## src/rtl/stack_unit.sv

```systemverilog
// Data stack for the stack-machine datapath: synchronous LIFO with registered
// read port, occupancy flags, sticky error flags and a fault-tracking FSM.
module stack_unit #(
  parameter int WIDTH = 8,
  parameter int DEPTH = 8,
  parameter int PTRW  = 3
) (
  input  logic             clk,
  input  logic             rst,
  input  logic             push,
  input  logic             pop,
  input  logic             tos,
  input  logic [WIDTH-1:0] din,
  output logic [WIDTH-1:0] dout,
  output logic             dvalid,
  output logic             empty,
  output logic             full,
  output logic [PTRW:0]    count,
  output logic             overflow,
  output logic             underflow,
  output logic             fault
);

  typedef enum logic {ST_OK, ST_ERR} state_t;

  localparam logic [PTRW:0] DEPTH_CNT = (PTRW+1)'(DEPTH);
  localparam logic [PTRW:0] ONE       = (PTRW+1)'(1);

  logic [WIDTH-1:0] mem [DEPTH];
  logic [PTRW:0]    sp, sp_nxt;
  logic [WIDTH-1:0] dout_nxt;
  logic             dvalid_nxt;
  logic             mem_we;
  logic [PTRW-1:0]  wr_idx, top_idx;
  logic             ovf_set, unf_set;
  state_t           state_q, state_d;

  assign empty   = (sp == '0);
  assign full    = (sp == DEPTH_CNT);
  assign count   = sp;
  assign fault   = (state_q == ST_ERR);
  // Wraps to DEPTH-1 when sp == DEPTH, which is exactly the top slot.
  assign top_idx = sp[PTRW-1:0] - PTRW'(1);

  // Strobe decode; branch order is the priority between simultaneous strobes.
  always_comb begin
    // NOTE: every output of this block gets a default first so no latch is inferred.
    sp_nxt     = sp;
    dout_nxt   = dout;
    dvalid_nxt = 1'b0;
    mem_we     = 1'b0;
    wr_idx     = sp[PTRW-1:0];
    ovf_set    = 1'b0;
    unf_set    = 1'b0;
    if (push && pop) begin
      dvalid_nxt = 1'b1;
      if (!empty) begin
        dout_nxt = mem[top_idx];
        mem_we   = 1'b1;
        wr_idx   = top_idx;
      end else begin
        dout_nxt = din;
      end
    end else if (pop) begin
      if (!empty) begin
        dout_nxt   = mem[top_idx];
        sp_nxt     = sp - ONE;
        dvalid_nxt = 1'b1;
      end else begin
        unf_set = 1'b1;
      end
    end else if (push) begin
      if (!full) begin
        mem_we = 1'b1;
        sp_nxt = sp + ONE;
      end else begin
        ovf_set = 1'b1;
      end
    end else if (tos) begin
      if (!empty) begin
        dout_nxt   = mem[top_idx];
        dvalid_nxt = 1'b1;
      end else begin
        unf_set = 1'b1;
      end
    end
  end

  // NOTE: sequential state uses non-blocking assignments so all registers
  // update together from pre-edge values.
  always_ff @(posedge clk or negedge rst) begin
    if (!rst) begin
      sp        <= '0;
      dout      <= '0;
      dvalid    <= 1'b0;
      overflow  <= 1'b0;
      underflow <= 1'b0;
    end else begin
      sp        <= sp_nxt;
      dout      <= dout_nxt;
      dvalid    <= dvalid_nxt;
      overflow  <= overflow | ovf_set;
      underflow <= underflow | unf_set;
    end
  end

  // NOTE: the storage array has no reset; its contents are meaningless until
  // written, and sp alone decides what is readable.
  always_ff @(posedge clk) begin
    if (mem_we) mem[wr_idx] <= din;
  end

  always_ff @(posedge clk or negedge rst) begin
    if (!rst) state_q <= ST_OK;
    else      state_q <= state_d;
  end

  // ERR is absorbing until reset.
  always_comb begin
    state_d = state_q;
    if (ovf_set || unf_set) state_d = ST_ERR;
  end

endmodule

```

## config.mk

```make
export PLATFORM = sky130hd
export DESIGN_NAME = stack_unit
export DESIGN_NICKNAME = d
export VERILOG_FILES = /design/src/rtl/stack_unit.sv
export SDC_FILE = /design/constraint.sdc
export NUM_CORES = 1
export LEC_CHECK = 0
export ABC_AREA = 1
export CAP_MARGIN = 20
export CORE_MARGIN = 1.5
export CORE_UTILIZATION = 60
export DETAILED_ROUTE_END_ITERATION = 12
export PLACE_DENSITY_LB_ADDON = 0.12
export REMOVE_ABC_BUFFERS = 1
export SKIP_CTS_REPAIR_TIMING = 1
export SYNTH_ARGS = -nofsm -noshare
export SYNTH_HDL_FRONTEND = slang
export SYNTH_SLANG_ARGS = --single-unit
```

## constraint.sdc

```tcl
create_clock -name clk -period 7.35 [get_ports clk]
set_input_delay 1.1025 -clock clk [delete_from_list [all_inputs] [get_ports clk]]
set_output_delay 1.1025 -clock clk [all_outputs]
set_load 0.02 [all_outputs]
```

==> reports/results.ini <==
[final_layout]
area_growth_pct=14.9
register_area_mm2=0.00232
design_area_mm2=0.00420
stdcell_count=465
n_antenna_cell=0
nFillCells=433
drive_gt1_share_pct=10.0
fin_util_pct=71.0
multi_input_area_mm2=0.00112
nNetsFinal=403

[detailed_routing]
wl_per_cell_um=18.8
drt-initial-drc-count=224
vias=2594
drc=0
ant_nets=0
viasPerCell=5.58
finalWirelength_um=8760
dr.pass1.iters=6

[synth]
ys_ff_latch=80
synth.top_cell.area_share_pct=52.5
synth.most_common_cell=nand2_1
synthArstFlopShare_pct=20.0
synth-warning-count=0
synth-compound-area-share_pct=2.56
synthAdderAreaFrac_pct=1.92
postSynthCellCount=355
synth_flop_cell=edfxtp_1
synth_top_family_by_area=simple AND/OR/NAND/NOR gates
synth_xor_area_share_pct=2.05
synth_area_per_cell_um2=10.3
synth-seq-area-share_pct=63.5
synth.area.mux_share_pct=0
synthDistinctLibCells=32
synth_area_mm2=0.00366
synthSimpleGateAreaFrac_pct=24.2
synth.largest_area_cell=edfxtp_1
synth_area_leaders=edfxtp_1 53%, dfrtp_1 11%, nand2_1 10%, nand3_1 7.5%, nor2_1 3.7%
synthTopCellsByCount=102 x nand2_1, 64 x edfxtp_1, 55 x nand3_1
synth_edf_count=64

[power]
power.internal_mw=1.04
p_sw_share_pct=42.3
p_per_area_mw_per_mm2=430
p_seq_share_pct=35.2
clkPwrFrac_pct=17.7
combPwrFrac_pct=47.1
switching_power_mw=0.764
p_leak_nw=1.74
irDropWorstVdd_uv=261
power.total_mw=1.81

[critical_path]
regToRegSetupSlack_ns=3.64
cp_max_fo=37
endpoint_kind=output port
cp-startpoint=count[0]
r2r-end=mem[0][6]
r2r-start=count[0]
cp.required_ns=6.25
arrival_ns=2.85
rr_worst_depth=7
critPathKind=reg2out
cp-start-kind=flop

[place]
io_buffers=30
pre_cts_slack_ns=3.00
place_congestion=0.938
dp.cells=448
dp_hpwl_um=6280
place_area_mm2=0.00398

[sta]
finalCritPeriodShare_pct=53.7
slew_viol_final=0
fin_crit_ns=3.95
rsz0062_at_grt=no
maxClockFrequency_ghz=0.253
layout_setup_ws_ns=3.40
worst_pin_slew_ns=0.807
hold-worst-slack_ns=0.464
hold_viol=0
skew_ns=0.00939
max-slew-margin-rel_pct=46.0
setup_tns_ns=0
setup_violations=0

[clock_network]
clock_path_buffers=2
clkLatencyLatePin_ns=0.36
cts_inserted_buffers=9
cts.clk_slew.worst_paths_ns=0.08
tritoncts=done
cts_root_buf=clkbuf_8
clock-sinks=80
ctsHtreeMaxLevel=3

[floorplan]
die_w_um=81.1
die_y_um=81.1
rows=28
io_pins=31
start_util_pct=61.8
die-area_mm2=0.00657
coreArea_mm2=0.00592

[grt]
grt_pass1_vias=2453
antenna_found_initial=0
grt_use_total_pct=29.3
grt_first_pass_wirelength_um=13200
grt_max_degree=38
overflow=0

[min_path]
min_path_type=reg2reg
whs_path_depth=2
hold-path-endpoint=fault
min_from=fault

[status]
status=finished clean

[job]
maxCapViolCount=0

-- routing by layer --
layer / GRT usage [%] / vias up / share of wire (%)
met5: 0 / - / 0
met4: 14.7 / 0 / 3.2
met3: 4.16 / 18 / 5.9
met2: 45.0 / 105 / 47
met1: 41.1 / 1244 / 44
li1: - / 1227 / -
-- power groups by stage --
stage | combinational (mW) | sequential (mW) | clock, mW
after CTS | 0.810 | 0.658 | 0.324
after detailed placement | 0.810 | 0.667 | 0
after global placement | 0.789 | 0.662 | 0
final | 0.851 | 0.637 | 0.321
after floorplan | 0.488 | 0.696 | 0
after global routing | 0.931 | 0.645 | 0.337
-- kinds of logic after synthesis --
family / after synthesis
simple gates: 203
flops: 80
compound gates: 12
fa+ha+maj: 5
xor+xnor: 6
buf+inv: 49
-- state kept, by name (all words and copies together), names as in the netlist --
register	flops
count	4
mem	64
dvalid	1
overflow	1
dout	8
underflow	1
fault	1
-- critical path: stages (launching register included) --
cell,delay [ns]
dfrtp_1,0.46
buf_16,0.21
inv_2,0.45
ha_1,0.44
nand2_1,0.09
nor2_1,0.18
clkdlybuf4s50_1,0.64
-- area by class of cell --
type	instances	share of cell area, %
clock buffer	10	3.04
clock inverter	6	1.55
inverter	37	3.39
multi-input combinational	226	26.7
sequential	80	55.3
tap	75	2.23
timing repair buffer	31	7.80
-- placed cells by master, fill, tap and decap left out, types with 2 or more instances in the layout --
master and count:
a21oi_1 3, o22ai_2 2, nand2_2 3, inv_2 5, clkinv_1 2, clkbuf_8 9, nand3_1 55, nand2_1 102
clkinv_2 2, inv_1 29, nand2_4 2, xor2_2 2, dfrtp_1 16, clkdlybuf4s50_1 30, o21ai_0 2, o21ai_1 2
nor2_1 36, edfxtp_1 64, xor2_1 3, ha_1 4, inv_6 3, nand3_2 2
-- how the worst max path moves through the flow --
stage                 to  slack (ns)  cells after the start
3_3_place_gp   mem[4][4]        3.22                      6
4_1_cts        mem[0][1]        2.98                      6
3_5_place_dp   mem[0][5]        3.00                      6
5_1_grt             full        3.23                      6
6_report            full        3.40                      6
2_1_floorplan  mem[4][0]        3.82                      6
No activity file was read; power rests on OpenSTA's default activity.
